### config.mk
export PLATFORM = sky130hd
export DESIGN_NAME = echo_ticks_to_mm
export DESIGN_NICKNAME = d
export VERILOG_FILES = /design/src/rtl/echo_ticks_to_mm.sv
export SDC_FILE = /design/constraint.sdc
export NUM_CORES = 1
export LEC_CHECK = 0
export BUFFER_PORTS_ARGS = -buffer_cell sky130_fd_sc_hd__buf_4
export CAP_MARGIN = 40
export CORE_ASPECT_RATIO = 0.75
export CORE_UTILIZATION = 30
export DETAILED_ROUTE_END_ITERATION = 16
export PLACE_DENSITY_LB_ADDON = 0.15
export SETUP_SLACK_MARGIN = 0.02
export SYNTH_ARGS = -nofsm -noshare
export SYNTH_HDL_FRONTEND = slang
export SYNTH_SLANG_ARGS = --single-unit
### constraint.sdc
create_clock -name clk -period 5.1 [get_ports clk]
set_clock_uncertainty 0.2 [all_clocks]
set_input_delay 0.255 -clock clk [delete_from_list [all_inputs] [get_ports clk]]
set_output_delay 0.255 -clock clk [all_outputs]
set_load 0.03 [all_outputs]
### src/rtl/echo_ticks_to_mm.sv
// Converts echo pulse widths (50 MHz ticks) to millimetres with a bit-serial
// shift-add multiply, and keeps a moving average of the last 2^AVG_LOG2 distances.
module echo_ticks_to_mm #(
  parameter int MUL      = 225,
  parameter int MUL_W    = 9,
  parameter int SHIFT    = 16,
  parameter int AVG_LOG2 = 2,
  parameter int DIST_W   = 14
) (
  input  logic              clk,
  input  logic              rst_n,
  input  logic [20:0]       in_ticks,
  input  logic              in_valid,
  input  logic              in_timeout,
  input  logic              overrun_clr,
  output logic [DIST_W-1:0] dist_mm,
  output logic [DIST_W-1:0] avg_mm,
  output logic              out_valid,
  output logic              out_of_range,
  output logic              busy,
  output logic              overrun
);

  localparam int TICK_W = 21;
  localparam int ACC_W  = TICK_W + MUL_W;
  localparam int DEPTH  = 1 << AVG_LOG2;
  localparam int SUM_W  = DIST_W + AVG_LOG2;
  localparam int IDX_W  = $clog2(MUL_W + 1);
  localparam int FILL_W = AVG_LOG2 + 1;
  localparam logic [MUL_W-1:0]  MUL_C    = MUL_W'(MUL);
  localparam logic [DIST_W-1:0] DIST_MAX = '1;

  typedef enum logic [1:0] {
    ST_IDLE = 2'd0,
    ST_MUL  = 2'd1,
    ST_AVG  = 2'd2
  } state_t;

  state_t              state_r, state_nx_s;
  logic [TICK_W-1:0]   ticks_r;
  logic [ACC_W-1:0]    acc_r;
  logic [IDX_W-1:0]    idx_r;
  logic [DIST_W-1:0]   hist_r [DEPTH];
  logic [SUM_W-1:0]    sum_r;
  logic [FILL_W-1:0]   fill_r;

  logic                start_s, tmo_s;
  logic [ACC_W-1:0]    part_s, acc_shift_s;
  logic [DIST_W-1:0]   mm_s, avg_s;
  logic [SUM_W-1:0]    sum_new_s;

  // State register
  always_ff @(posedge clk or negedge rst_n) begin
    if (!rst_n) state_r <= ST_IDLE;
    else        state_r <= state_nx_s;
  end

  // Next-state logic; a valid strobe wins over a simultaneous timeout
  always_comb begin
    state_nx_s = state_r;
    start_s    = 1'b0;
    tmo_s      = 1'b0;
    case (state_r)
      ST_IDLE: begin
        if (in_valid) begin
          start_s    = 1'b1;
          state_nx_s = ST_MUL;
        end else if (in_timeout) begin
          tmo_s = 1'b1;
        end else begin
          state_nx_s = ST_IDLE;
        end
      end
      ST_MUL: begin
        if (idx_r == IDX_W'(MUL_W - 1)) state_nx_s = ST_AVG;
        else                            state_nx_s = ST_MUL;
      end
      ST_AVG:  state_nx_s = ST_IDLE;
      default: state_nx_s = ST_IDLE;
    endcase
  end

  // Partial product, saturating conversion and running-sum update
  always_comb begin
    part_s      = MUL_C[idx_r] ? (ACC_W'(ticks_r) << idx_r) : '0;
    acc_shift_s = acc_r >> SHIFT;
    if (|acc_shift_s[ACC_W-1:DIST_W]) mm_s = DIST_MAX;
    else                              mm_s = acc_shift_s[DIST_W-1:0];
    sum_new_s = sum_r + SUM_W'(mm_s) - SUM_W'(hist_r[DEPTH-1]);
    // history becomes full with this sample once DEPTH-1 are already held
    if (fill_r >= FILL_W'(DEPTH - 1)) avg_s = DIST_W'(sum_new_s >> AVG_LOG2);
    else                              avg_s = mm_s;
  end

  // Datapath and registered outputs
  always_ff @(posedge clk or negedge rst_n) begin
    if (!rst_n) begin
      ticks_r      <= '0;
      acc_r        <= '0;
      idx_r        <= '0;
      sum_r        <= '0;
      fill_r       <= '0;
      dist_mm      <= '0;
      avg_mm       <= '0;
      out_valid    <= 1'b0;
      out_of_range <= 1'b0;
      busy         <= 1'b0;
      overrun      <= 1'b0;
      for (int i = 0; i < DEPTH; i++) hist_r[i] <= '0;
    end else begin
      out_valid <= 1'b0;
      busy      <= (state_nx_s != ST_IDLE);
      if ((state_r != ST_IDLE) && (in_valid || in_timeout)) overrun <= 1'b1;
      else if (overrun_clr)                                 overrun <= 1'b0;

      if (start_s) begin
        ticks_r <= in_ticks;
        acc_r   <= '0;
        idx_r   <= '0;
      end else if (tmo_s) begin
        out_valid    <= 1'b1;
        out_of_range <= 1'b1;
        dist_mm      <= DIST_MAX;
      end else if (state_r == ST_MUL) begin
        acc_r <= acc_r + part_s;
        idx_r <= idx_r + IDX_W'(1);
      end else if (state_r == ST_AVG) begin
        dist_mm   <= mm_s;
        avg_mm    <= avg_s;
        sum_r     <= sum_new_s;
        hist_r[0] <= mm_s;
        for (int i = 1; i < DEPTH; i++) hist_r[i] <= hist_r[i-1];
        if (fill_r < FILL_W'(DEPTH)) fill_r <= fill_r + FILL_W'(1);
        out_of_range <= 1'b0;
        out_valid    <= 1'b1;
      end
    end
  end

endmodule

Word-level counts from Yosys, hierarchy flattened

Memory sizes are Yosys's and may differ from the RTL's.
Index checks and enable logic that the tools add are counted.

Reductions and logical operators: 12
Divide/modulo/power cells: 0
Multiply operators: 0
Shift-type cells: 1
Multiplexer cells: 30
Equal/unequal tests: 5
$add $sub $neg: 5
$lt $le $gt $ge: 3
Bitwise operators: 3

Operators with widths:

| kind                                                | count |
|---|---|
| 2-to-1 mux 30 bit                                   | 4 |
| 2-to-1 mux 14 bit                                   | 4 |
| adder 30 bit                                        | 1 |
| left shift 21 x 4 -> 30 bit                         | 1 |
| adder 16 x 14 -> 16 bit                             | 1 |
| subtractor 16 x 14 -> 16 bit                        | 1 |
| 2-to-1 mux 1 bit                                    | 15 |
| 2-to-1 mux 4 bit                                    | 3 |
| nonzero test 2 bit                                  | 5 |
| 2-to-1 mux 2 bit                                    | 3 |
| < comparator 4 x 5 -> 1 bit, second input constant  | 1 |
| AND reduction 5 bit                                 | 1 |
| adder 4 x 1 -> 4 bit, second input constant         | 1 |
| == test 4 bit, second input constant                | 1 |
| != test 2 bit, second input constant                | 2 |
| one-hot mux 2 bit (2 select lines)                  | 1 |
| AND reduction 4 bit                                 | 1 |
| adder 3 x 1 -> 3 bit, second input constant         | 1 |
| >= comparator 3 x 2 -> 1 bit, second input constant | 1 |
| < comparator 3 bit, second input constant           | 1 |
| inverter 1 bit                                      | 3 |
| AND reduction 3 bit                                 | 1 |
| == test 2 x 1 -> 1 bit, second input constant       | 1 |
| == test 2 bit, second input constant                | 1 |
| 4 further kinds                                     | 4 |

Bits of input ports: 26
ROM bits: 16
Register bits after elaboration: 164
Bits in writable memories: 0
Output and inout bits: 32
Memories kept: 1
Bits in latches: 0
Logic and storage cells: 76

Memory list:

| name             | words | width | rd ports | clocked after memory_dff | write ports | line | RTL |
|---|---|---|---|---|---|---|---|
| (name not given) | 16    | 1     | 1        | 0                        | 0           | 85   | `part_s = MUL_C[idx_r] ? (ACC_W'(ticks_r) << idx_r) : '0;` |

Depth between registers and ports, before layout

Depth in word-level cells: 7
Depth in mapped cells: 19
Gate-level depth less buffers: 16

Worst setup path after synthesis

No wires, ideal clock.

Path kind: register to register
From: register idx_r[1]
To: register acc_r[28]
Buffers on the path: 4
Library setup time: 0.126 ns
Period minus slack after synthesis: 4.284 ns
Arrival: 3.958 ns
Setup slack: 0.816 ns
Cell stages (with the launch flop): 16
Required time: 4.774 ns
Cell sequence: dfrtp_1 > clkbuf_1 > clkbuf_1 > inv_1 > ha_1 > or3b_2 > clkbuf_1 > clkbuf_1 > o22ai_1 > ha_1 > a21o_2 > a21o_1 > a2111oi_4 > o31ai_2 > a31o_1 > a221o_1

Word-level cells in the longest chain between the ends: 7
Elaborated cells on any way between the ends: 8
Classes of those cells: add/sub: 1; shift: 1; mux: 5; memory: 1

Ends and longest elaborated chain:

| what                                   | line | RTL |
|---|---|---|
| from (decl)                            | 42   | `logic [IDX_W-1:0] idx_r;` |
| from (signal assigned)                 | 126  | `idx_r <= idx_r + IDX_W'(1);` |
| memory read (16 x 1 bit)               | n/a  |  |
| 2-to-1 mux 1 bit (not written as such) | 85   |  |
| 2-to-1 mux 30 bit *                    | 85   |  |
| adder 30 bit *                         | 125  | `acc_r <= acc_r + part_s;` |
| 2-to-1 mux 30 bit *                    | 124  | `end else if (state_r == ST_MUL) begin` |
| 2-to-1 mux 30 bit *                    | 120  | `end else if (tmo_s) begin` |
| 2-to-1 mux 30 bit *                    | 116  | `if (start_s) begin` |
| to (signal assigned)                   | 125  |  |
| to (decl)                              | 41   | `logic [ACC_W-1:0] acc_r;` |

Mark *: on every way between the ends. The rest lies on a longest branch, timed or not. The select of a mux whose other input is x is not followed.
A chain may end at the register's enable or synchronous reset.

Worst setup path in the final report

Same ends and word-level chain as after synthesis.

==> run_results.csv <==
group,metric,value,unit
run_status,status,"complete, no violations",
routing,wl_met1,14.9,mm
routing,remaining_drc_errors,0,
routing,avgViaCountPerCell,4.82,
clock_network,cts_setup_buffers,0,
yosys,synth-seq-cells,164,
die,die-width,210,µm
routing,wl_per_cell,16.1,µm
placement,placedCellCount,1533,
setup_path,critPathSlowestCell,"or3_1",
placement,place_area,0.0105,mm²
setup_path,path_cells,"inv_1, ha_1, nor2b_1, nand2b_1, or3_1, fa_1, nand2b_1, a21oi_2, o21bai_2, a21oi_2, a2111oi_4, o31ai_2, a311oi_1, a221o_1",
setup_path,critPathKind,"flop to flop",
routing,first_pass_iters,5,
yosys,ys_top_cells_by_area,"dfrtp_1, nand2_1, ha_1",
sta,finalHoldViolCount,0,
yosys,syn_inst,1112,
yosys,synth.avg_cell_area,8.72,µm²
routing,wl,25.6,mm
sta,grt_setup_unrepaired,"false",
sta,setup_viol,0,
yosys,synth_area,0.00970,mm²
placement,gp_congestion,0.836,
setup_path,arrival,4.54,ns
routing,ant_nets,0,
global_routing,grt_pass1_vias,7490,
run,max-cap-violations,0,
global_routing,grt_max_degree,103,
sta,relSlewSlack,49.3,%
worst_hold_path,min_path_type,"input pin to asynchronous set/reset pin",
power,power.density,776,mW/mm²
yosys,synth_top_area_share,42.3,%
placement,io_buffers,57,
setup_path,crit_family,"compound AO/OA/AOI/OAI gates",
setup_path,max_stage_delay,0.55,ns
die,dieArea,0.0331,mm²
yosys,synthesis.nets,1202,
yosys,yosys_warnings,0,
power,total_power,8.84,mW
clock_network,cts_buffer_depth,2,
routing,dr.first_iter.drc_count,513,
global_routing,grt_pass1_wl,42.1,mm
die,start_util,30.8,%
die,fp.dieH,158,µm
die,core_area,0.0315,mm²
power,power.static_leakage,5.44,nW
sta,period_share,86.6,%
clock_network,clock_sinks,164,
yosys,synth_seq_area_share,42.3,%
clock_network,clk_latency,0.45,ns
setup_path,path_max_fanout,23,
finish,syn_to_final_growth,17.3,%
setup_path,end_kind,"flop",
die,row_count,56,
yosys,synthArstFlopShare,100,%
finish,fin_area,0.0114,mm²
global_routing,antenna_found_initial,0,
routing,num_vias,7658,
clock_network,h-tree-depth,4,
sta,drv_slew,0,
power,ir_worst_vdd,0.275,mV
clock_network,cts_made_buffers,17,
yosys,synth-edff-count,0,
sta,period_needed,4.42,ns
routing,wl_met3,1.08,mm
sta,timing.setup.tns,0,ns
finish,fin_cells,1590,
clock_network,cts_tree,"done",
routing,highest_layer,"met4",
yosys,synth_top_area_cell,"dfrtp_1",
finish,num-nets-final,1262,
placement,dpl.hpwl,18.4,mm
global_routing,overflow,0,
setup_path,required,5.23,ns
finish,drive_above_1_share,12.3,%
sta,max_freq,0.226,GHz
die,io-pin-count,58,
global_routing,track_usage,16.5,%
sta,worst_pin_slew,0.761,ns
setup_path,path_buf_inv,1,
setup_path,startpoint_type,"flop",
finish,post-route-util,36.1,%
finish,fill_cells,3276,
clock_network,clk_pin_slew,0.07,ns
yosys,ys_types,68,
routing,wl_met2,9.37,mm
clock_network,cts.root.buffer_cell,"clkbuf_16",
yosys,ys.flop_type,"dfrtp_1",
finish,n_antenna_cell,0,
## cells in the final DEF, fill, tap and decap left out, types with 13 or more instances in the layout
cell	instances
a21oi_1	67
buf_4	67
clkbuf_16	17
dfrtp_1	164
dlygate4sd3_1	26
fa_1	15
ha_1	49
inv_1	70
mux2_2	26
mux2i_1	20
nand2_1	266
nand3_1	13
nor2_1	68
o21ai_0	87
o22ai_1	33
xnor2_1	17
xor2_1	21
## worst paths after layout
check,endpoint,cells after the start,slack (ns),start
worst max-delay path,acc_r[28],14,0.68,idx_r[1]
worst min register to register,hist_r[13],2,0.26,hist_r[27]
worst min-delay path,ticks_r[8],2,0.15,rst_n
min in group clk,dist_mm[2],6,0.19,in_valid
worst max register to register,acc_r[28],14,0.68,idx_r[1]
max in group asynchronous,fill_r[2],3,3.54,rst_n
## state kept, by name, summed over array words and instances, names as in the netlist
signal	cells
dist_mm	14
fill_r	3
state_r	2
idx_r	4
busy	1
sum_r	16
hist_r	56
avg_mm	14
out_valid	1
overrun	1
acc_r	30
ticks_r	21
out_of_range	1
## synth_stat cells, drive strengths merged (2+ instances only)
| master | number |
|---|---|
| nand3 | 13 |
| nor2b | 9 |
| o211ai | 5 |
| xnor2 | 17 |
| a31oi | 9 |
| ha | 49 |
| o21bai | 4 |
| a22o | 2 |
| a211o | 2 |
| nand2 | 267 |
| xor2 | 21 |
| nand4 | 8 |
| o31ai | 4 |
| inv | 70 |
| buf | 13 |
| a31o | 2 |
| a21oi | 69 |
| clkbuf | 43 |
| o21ai | 89 |
| nand2b | 12 |
| a21o | 14 |
| and3 | 6 |
| a211oi | 5 |
| fa | 15 |
| a311oi | 2 |
| mux2 | 26 |
| nor3 | 7 |
| or3 | 5 |
| o21a | 11 |
| dfrtp | 164 |
| a221o | 2 |
| nor3b | 2 |
| or2 | 3 |
| o22ai | 33 |
| mux2i | 20 |
| a2111oi | 2 |
| nor2 | 69 |
## layer usage
metal / track usage (%) / vias up
li1: - / 3893
met1: 26.9 / 3621
met2: 21.1 / 128
met3: 3.65 / 16
met4: 3.65 / 0
met5: 0 / -
## power breakdown
part | internal, mW | switching [mW]
logic | 2.12 | 3.29
clock network | 0.755 | 0.537
registers | 1.77 | 0.366
total | 4.64 | 4.19
## timing repair
| item | in CTS | in global routing |
|---|---|---|
| hold buffers | 26 | 0 |
| hold endpoints to repair | 85 | 0 |
| resized for setup | 0 | 0 |
## logic make-up after synthesis
kind of cell / Yosys count / share of synthesized area, %
other: 1 / 0.0387
AO/OA/AOI/OAI: 265 / 16.7
AND/OR/NAND/NOR: 407 / 17.5
adder cells (fa/ha/maj): 64 / 9.41
buffers and inverters: 127 / 5.53
flip-flops: 164 / 42.3
multiplexers: 46 / 5.08
XOR/XNOR: 38 / 3.43
## worst register-to-register path, cell delays in order, from the launching register on
cell and delay (ns):
dfrtp_1 0.38, inv_1 0.12, ha_1 0.19, nor2b_1 0.27, nand2b_1 0.45, or3_1 0.55
fa_1 0.45, nand2b_1 0.20, a21oi_2 0.21, o21bai_2 0.12, a21oi_2 0.22, a2111oi_4 0.08
o31ai_2 0.44, a311oi_1 0.16, a221o_1 0.28
## cell type report
| type | instances | area, µm² | area share (%) |
|---|---|---|---|
| Multi-Input combinational cell | 821 | 5090 | 44.8 |
| Sequential cell | 164 | 4100 | 36.1 |
| Timing Repair Buffer | 97 | 830 | 7.29 |
| Tap cell | 406 | 508 | 4.46 |
| Clock buffer | 22 | 474 | 4.17 |
| Inverter | 71 | 267 | 2.34 |
| Clock inverter | 9 | 103 | 0.902 |
## metrics by stage
step / setup WS [ns] / hold WS [ns]
3_5_place_dp: 0.722 / 0.0854
4_1_cts: 0.703 / 0.164
5_1_grt: 0.331 / 0.194
6_report: 0.685 / 0.150
3_3_place_gp: 0.856 / 0.0818
2_1_floorplan: 0.816 / -0.241
Note: power is estimated with default switching activity, not from simulation.
